===== config.mk =====
export PLATFORM = sky130hd
export DESIGN_NAME = gng_awgn_add
export DESIGN_NICKNAME = d
export VERILOG_FILES = /design/src/rtl/gng_pkg.sv /design/src/rtl/gng_sfifo.sv /design/src/rtl/gng_awgn_add.sv
export SDC_FILE = /design/constraint.sdc
export NUM_CORES = 1
export LEC_CHECK = 0
export CORE_MARGIN = 8
export CORE_UTILIZATION = 57
export CTS_CLUSTER_DIAMETER = 50
export DETAILED_ROUTE_END_ITERATION = 8
export HOLD_SLACK_MARGIN = 0.15
export PLACE_DENSITY_LB_ADDON = 0.15
export REMOVE_ABC_BUFFERS = 1
export SKIP_LAST_GASP = 1
export SLEW_MARGIN = 30
export SYNTH_ARGS = -nofsm -noshare
export SYNTH_HDL_FRONTEND = slang
export SYNTH_HIERARCHICAL = 1
export SYNTH_SLANG_ARGS = --single-unit

===== constraint.sdc =====
create_clock -name clk -period 6.9 [get_ports clk]
set_input_delay 0.69 -clock clk [delete_from_list [all_inputs] [get_ports clk]]
set_output_delay 0.69 -clock clk [all_outputs]
set_load 0.005 [all_outputs]

===== src/rtl/gng_pkg.sv =====
// Shared widths, fixed-point formats and saturation helper for the noise adder.
// s<16,11> samples, u<16,12> sigma; products carried at full precision.
package gng_pkg;

  localparam int NOISE_W    = 16;
  localparam int NOISE_FRAC = 11;
  localparam int SCALE_W    = 16;
  localparam int SCALE_FRAC = 12;
  localparam logic [NOISE_W-1:0] SAT_MAX = 16'h7FFF;
  localparam logic [NOISE_W-1:0] SAT_MIN = 16'h8000;

  // Signed noise times zero-extended sigma: s<33,23>.
  localparam int PROD_W = NOISE_W + SCALE_W + 1;
  localparam logic signed [PROD_W-1:0] RND_BIAS = PROD_W'(1 << (SCALE_FRAC - 1));
  localparam logic signed [PROD_W-1:0] SUM_MAX  = {{(PROD_W-NOISE_W){1'b0}}, SAT_MAX};
  localparam logic signed [PROD_W-1:0] SUM_MIN  = {{(PROD_W-NOISE_W){1'b1}}, SAT_MIN};

  typedef logic [NOISE_W-1:0] sample_t;

  typedef struct packed {
    logic    sat;
    sample_t dat;
  } sat_res_t;

  function automatic sat_res_t saturate(input logic signed [PROD_W-1:0] sum);
    sat_res_t r;
    r.sat = 1'b0;
    r.dat = sum[NOISE_W-1:0];
    if (sum > SUM_MAX) begin
      r.sat = 1'b1;
      r.dat = SAT_MAX;
    end else if (sum < SUM_MIN) begin
      r.sat = 1'b1;
      r.dat = SAT_MIN;
    end
    return r;
  endfunction

endpackage


===== src/rtl/gng_sfifo.sv =====
// Single-clock FIFO with fill count and overflow pulse; head is read combinationally.
// Writes when full are dropped unless a read happens the same cycle; reads when empty are ignored.
module gng_sfifo #(
  parameter int W     = 16,
  parameter int DEPTH = 8,
  parameter int AW    = 3
) (
  input  logic          clk,
  input  logic          rstn,
  input  logic          wr_vld,
  input  logic [W-1:0]  wr_dat,
  input  logic          rd_vld,
  output logic [W-1:0]  rd_dat,
  output logic [AW:0]   fill,
  output logic [AW:0]   fill_nxt,
  output logic          ovf
);

  logic [W-1:0]  mem_q [DEPTH];
  logic [W-1:0]  mem_d [DEPTH];
  logic [AW-1:0] wptr_q, wptr_d;
  logic [AW-1:0] rptr_q, rptr_d;
  logic [AW:0]   fill_q, fill_d;
  logic          full, empty, wr_en, rd_en;

  assign full   = (fill_q == (AW+1)'(DEPTH));
  assign empty  = (fill_q == '0);
  assign rd_en  = rd_vld && !empty;
  assign wr_en  = wr_vld && (!full || rd_en);
  assign ovf    = wr_vld && full && !rd_en;
  assign rd_dat = mem_q[rptr_q];
  assign fill   = fill_q;
  assign fill_nxt = fill_d;

  always_comb begin
    mem_d  = mem_q;
    wptr_d = wptr_q;
    rptr_d = rptr_q;
    fill_d = fill_q;
    if (wr_en) begin
      mem_d[wptr_q] = wr_dat;
      wptr_d        = wptr_q + AW'(1);
    end
    if (rd_en) begin
      rptr_d = rptr_q + AW'(1);
    end
    case ({wr_en, rd_en})
      2'b10:   fill_d = fill_q + (AW+1)'(1);
      2'b01:   fill_d = fill_q - (AW+1)'(1);
      default: fill_d = fill_q;
    endcase
  end

  always_ff @(posedge clk or negedge rstn) begin
    if (!rstn) begin
      mem_q  <= '{default: '0};
      wptr_q <= '0;
      rptr_q <= '0;
      fill_q <= '0;
    end else begin
      mem_q  <= mem_d;
      wptr_q <= wptr_d;
      rptr_q <= rptr_d;
      fill_q <= fill_d;
    end
  end

endmodule


===== src/rtl/gng_awgn_add.sv =====
// Adds sigma-scaled buffered noise to a signal stream with saturation; 2-cycle accept-to-output latency.
// Credit-throttled noise input never overflows; out_ready low freezes both pipeline stages.
module gng_awgn_add
  import gng_pkg::*;
#(
  parameter int DEPTH = 8,
  parameter int AW    = 3
) (
  input  logic               clk,
  input  logic               rstn,
  output logic               noise_ce,
  input  logic               noise_valid,
  input  logic [NOISE_W-1:0] noise_data,
  input  logic [SCALE_W-1:0] scale,
  input  logic               sig_valid,
  output logic               sig_ready,
  input  logic [NOISE_W-1:0] sig_data,
  output logic               out_valid,
  input  logic               out_ready,
  output logic [NOISE_W-1:0] out_data,
  output logic               out_sat,
  output logic               err_ovf,
  input  logic               err_clr
);

  logic [AW:0]   fifo_fill, fifo_fill_nxt;
  logic          fifo_ovf;
  sample_t       noise_head;

  logic [AW:0]   pend_q, pend_d;
  logic          noise_ce_q, noise_ce_d;
  logic [AW+1:0] credit_sum;
  logic          err_ovf_q, err_ovf_d;

  logic          advance, accept;
  logic          s1_vld_q, s1_vld_d;
  logic signed [PROD_W-1:0] prod_q, prod_d;
  sample_t       sig1_q, sig1_d;
  logic          out_vld_q, out_vld_d;
  sat_res_t      out_res_q, out_res_d;

  logic signed [PROD_W-1:0] noise_ext, scale_ext, prod_rnd, sig_ext, sum;

  assign advance   = !out_vld_q || out_ready;
  assign sig_ready = advance && (fifo_fill != '0);
  assign accept    = sig_valid && sig_ready;

  gng_sfifo #(
    .W     (NOISE_W),
    .DEPTH (DEPTH),
    .AW    (AW)
  ) u_noise_fifo (
    .clk      (clk),
    .rstn     (rstn),
    .wr_vld   (noise_valid),
    .wr_dat   (noise_data),
    .rd_vld   (accept),
    .rd_dat   (noise_head),
    .fill     (fifo_fill),
    .fill_nxt (fifo_fill_nxt),
    .ovf      (fifo_ovf)
  );

  // Credits use next-cycle fill and pending so a request is never issued one cycle too many.
  // Pending never goes below zero: samples still in flight across a reset arrive uncredited.
  always_comb begin
    pend_d = pend_q;
    case ({noise_ce_q, noise_valid && (pend_q != '0)})
      2'b10:   pend_d = pend_q + (AW+1)'(1);
      2'b01:   pend_d = pend_q - (AW+1)'(1);
      default: pend_d = pend_q;
    endcase
    credit_sum = {1'b0, fifo_fill_nxt} + {1'b0, pend_d};
    noise_ce_d = (credit_sum < (AW+2)'(DEPTH));
    err_ovf_d  = fifo_ovf || (err_ovf_q && !err_clr);
  end

  always_comb begin
    noise_ext = {{(PROD_W-NOISE_W){noise_head[NOISE_W-1]}}, noise_head};
    scale_ext = {{(PROD_W-SCALE_W){1'b0}}, scale};
    s1_vld_d  = s1_vld_q;
    prod_d    = prod_q;
    sig1_d    = sig1_q;
    if (advance) begin
      s1_vld_d = accept;
      if (accept) begin
        prod_d = noise_ext * scale_ext;
        sig1_d = sig_data;
      end
    end
  end

  // Sum kept at product width; value-identical to the narrower s<22,11> sum.
  always_comb begin
    prod_rnd  = prod_q + RND_BIAS;
    sig_ext   = {{(PROD_W-NOISE_W){sig1_q[NOISE_W-1]}}, sig1_q};
    sum       = (prod_rnd >>> SCALE_FRAC) + sig_ext;
    out_vld_d = out_vld_q;
    out_res_d = out_res_q;
    if (advance) begin
      out_vld_d = s1_vld_q;
      if (s1_vld_q) begin
        out_res_d = saturate(sum);
      end
    end
  end

  always_ff @(posedge clk or negedge rstn) begin
    if (!rstn) begin
      pend_q     <= '0;
      noise_ce_q <= 1'b0;
      err_ovf_q  <= 1'b0;
      s1_vld_q   <= 1'b0;
      prod_q     <= '0;
      sig1_q     <= '0;
      out_vld_q  <= 1'b0;
      out_res_q  <= '0;
    end else begin
      pend_q     <= pend_d;
      noise_ce_q <= noise_ce_d;
      err_ovf_q  <= err_ovf_d;
      s1_vld_q   <= s1_vld_d;
      prod_q     <= prod_d;
      sig1_q     <= sig1_d;
      out_vld_q  <= out_vld_d;
      out_res_q  <= out_res_d;
    end
  end

  assign noise_ce  = noise_ce_q;
  assign err_ovf   = err_ovf_q;
  assign out_valid = out_vld_q;
  assign out_data  = out_res_q.dat;
  assign out_sat   = out_res_q.sat;

endmodule


==> results by group <==
Synth
  – Number of enable-type register cells in the synthesized netlist: 0
  – Async S/R FF share, synth: 100%
  – Mean Syn Cell Area: 10.4 um^2
  – Yosys top cell area share: between 20% and 30%
  – Synth top cells by count: inv_1 (269), nand2_1 (229), dfrtp_1 (201)
  – Synth cell types: 80
  – Cells after synthesis: 1,827
  – Yosys reg bits: 201
  – Mapped Area: 19,000 um^2
  – Cell taking the most area after synthesis: dfrtp_1
  – Synth warnings: 6
  – Most common cell in the synthesized netlist: inv_1
  – Main synth FF type: dfrtp_1
  – Sequential area share after synthesis: 26.4%
  – Largest cells by area after synthesis: dfrtp_1 (26%), fa_1 (21%), ha_1 (10%)

Setup path
  – Critical path depth in cells: 24
  – Crit-path max cell delay: 0.57 ns
  – Worst Setup End Kind: register
  – Crit Path Class: reg2reg
  – CP Cell Sequence: buf_12, buf_12, mux4_2, mux2_4, and2_1, fa_1, inv_2, fa_1, fa_1, fa_1, inv_1, fa_1, fa_1, ha_4, buf_6, nand4_1, a21oi_2, a2111oi_4, nor3_2, or2_1, a31o_1, a21o_1, a21o_1, a221o_1
  – Worst path required time: 7.32 ns
  – Critical path buffers and inverters: 5
  – Max Fanout on Critical Path: 6
  – Critical path startpoint: u_noise_fifo/rptr_q[0]
  – Setup crit start kind: register
  – Worst R2R Setup Slack: -0.22 ns
  – Worst reg2reg path endpoint: prod_q[26]
  – Top delay family on crit path: adder cells
  – Critical path arrival: roughly 7.6 ns
  – R2r startpoint: u_noise_fifo/rptr_q[0]
  – Cell mode on critical path: fa_1
  – Setup crit end: prod_q[26]
  – CP max stage cell: fa_1
  – FF-to-FF path depth: 24

Placed design
  – Post-DP Area: about 21,000 um^2
  – Port Buffers: 74
  – Gpl congestion: 0.902
  – DP HPWL: about 34 mm

Floorplanning
  – Core Box Area: 33,200 um^2
  – Die Y: between 150 and 200 um
  – Die area: 39,500 um^2
  – Num ports: 75
  – Die width: 199 um
  – Starting Density: roughly 57%
  – Row Count: between 60 and 70

Finish
  – Share of cells above drive strength 1: 23.3%
  – P&R area growth vs syn: 19.7%
  – FILL cells: 2,543
  – Post-layout instance area: 22,800 um^2
  – Antenna Cells: 0
  – Final net count: between 2k and 2.5k

Route
  – 1st-iter DRT viols: 657
  – Post-route ant nets: 0
  – Vias: 13.8k
  – Drt via density: 5.53
  – Residual DRC: 0
  – Initial DRT Pass Iterations: 5
  – Routed wire length: 45.2 mm
  – Drt wl/cell: 18.2 um

Run status
  – Run status: complete, but fails checks
  – Failing checks: setup timing

GRT
  – Overall routing resource usage: 23.5%
  – Pin count of the biggest net entering global routing: 79
  – Vias in the first global route: 14.8k
  – First-pass GRT wire length: 75.1 mm
  – GRT overflow: 0
  – Initial antenna violation count: 0

Timing
  – Max-slew violation count: 0
  – Worst slew pin tran: 0.950 ns
  – Hold Vio Cnt, Final: 0
  – Max Clock Freq: between 100 and 150 MHz
  – Worst Skew: ~0.021 ns
  – Final min period: approximately 7.1 ns
  – Final setup violating endpoints: 8
  – RSZ-0062 raised after global routing: true
  – Rel. slew slack: 36.3%
  – Period utilisation layout: 103%
  – PnR worst setup slack: -0.222 ns

Clock network
  – Longest Clk Path Bufs: 3
  – CTS tree: done
  – Worst-Skew Late Latency: between 0.5 and 0.6 ns
  – Clock Root Buffer: clkbuf_16
  – Total number of H-tree levels: 1
  – Clk slew on worst S/H paths: 0.06 ns
  – CTS Sinks: 201
  – TritonCTS Buffers: 26

Hold path
  – Hold Crit Class: reg2reg
  – Worst Min Path Start: out_sat

Run
  – MaxCap Viol Count: 0
==> worst register-to-register path: cells and delay by family, from the launching register on <==
kind	cells	cell delay, ns
adder cells (fa/ha/maj)	7	3.30
AO/OA/AOI/OAI	6	1.37
multiplexers	2	0.90
AND/OR/NAND/NOR	4	0.61
buffers and inverters	5	0.45
flip-flops	1	0.40
==> layout make-up <==
| class | instances | area, um^2 | share of cell area, % |
|---|---|---|---|
| Timing Repair Buffer | 231 | 2200 | 9.67 |
| Clock inverter | 14 | 206 | 0.906 |
| Sequential cell | 201 | 5030 | 22.1 |
| Inverter | 271 | 1020 | 4.48 |
| Multi-Input combinational cell | 1286 | 13000 | 57.2 |
| Tap cell | 448 | 561 | 2.46 |
| Clock buffer | 34 | 741 | 3.25 |
==> cell usage in the layout, fill, tap and decap left out, types with 7 or more instances in the layout <==
cell type | synthesis | layout
nand2_1 | 229 | 218
buf_4 | 2 | 121
buf_12 | 2 | 12
nand3_1 | 16 | 15
nor3_1 | 13 | 10
a21o_1 | 25 | 25
fa_1 | 195 | 189
clkbuf_16 | 0 | 26
nor2b_1 | 7 | 7
xnor2_1 | 47 | 43
xor2_1 | 17 | 17
and3_1 | 10 | 10
and2_1 | 119 | 113
dfrtp_1 | 201 | 200
o21ai_1 | 17 | 24
nand2b_1 | 17 | 17
nor2_1 | 48 | 47
mux2_4 | 20 | 34
o21ai_0 | 40 | 32
ha_4 | 0 | 8
clkdlybuf4s50_1 | 0 | 73
nand2_2 | 0 | 11
mux4_2 | 32 | 32
a21oi_1 | 42 | 37
nand4_1 | 11 | 11
mux2_2 | 129 | 116
buf_6 | 4 | 19
clkbuf_8 | 0 | 7
inv_2 | 1 | 11
ha_1 | 152 | 140
inv_1 | 269 | 258
==> routing by layer <==
metal	track usage [%]	up-vias	routed length [um]
met4	7.58	0	1340
met1	29.9	7009	19000
li1	-	6370	-
met5	0	-	0
met3	2.93	98	1740
met2	41.3	274	23100
==> worst min-delay path by stage <==
stage / endpoint / slack (ns) / cells after the start
floorplan: err_ovf / 0.39 / 0
global placement: err_ovf / 0.46 / 1
detailed placement: out_data[12] / 0.48 / 2
CTS: out_data[6] / 0.49 / 2
global route: out_data[12] / 0.51 / 2
finish: out_sat / 0.48 / 2
==> sequential cells by signal (all words and copies together), names as in the netlist <==
name and count:
s1_vld_q 1, out_data 16, u_noise_fifo/wptr_q 3, sig1_q 16, u_noise_fifo/mem_q 128, out_valid 1, out_sat 1, err_ovf 1
noise_ce 1, pend_q 4, u_noise_fifo/fill 4, u_noise_fifo/rptr_q 3, prod_q 22
==> timing repair <==
item | 4_1_cts | 5_1_grt
hold buffers | 1 | 0
buffers inserted | 31 | 4
setup endpoints to repair | 12 | 15
gates cloned | 3 | 0
pin swaps | 62 | 11
resized for setup | 92 | 29
endpoints found under the hold margin | 19 | 0
==> stage by stage <==
step	std cells	setup TNS, ns	utilization, %	hold slack (ns)	setup WS, ns
5_1_grt	2485	-3.48	68.6	0.511	-0.378
3_3_place_gp	2397	-1.66	63.1	0.459	-0.327
2_1_floorplan	1757	-12.69	-	0.394	-1.23
6_report	2485	-0.965	68.6	0.483	-0.222
4_1_cts	2481	-0.341	68.2	0.488	-0.115
3_5_place_dp	2399	-2.70	63.2	0.475	-0.472
==> cells by family (layout without fill, tap and decap cells) <==
kind of cell / count (synthesis) / count (layout) / synth area share, %
and+or+nand+nor: 499 / 499 / 12.9
adders and majority gates: 347 / 347 / 30.5
buffers and inverters: 341 / 550 / 7.17
DFF: 201 / 201 / 26.4
AOI/OAI and AO/OA: 193 / 193 / 7.01
muxes: 182 / 183 / 13.0
xor gates and xnor gates: 64 / 64 / 2.95
Power is not shown: default switching activity piles up to over one toggle a cycle in this logic, so the estimate is an artifact.
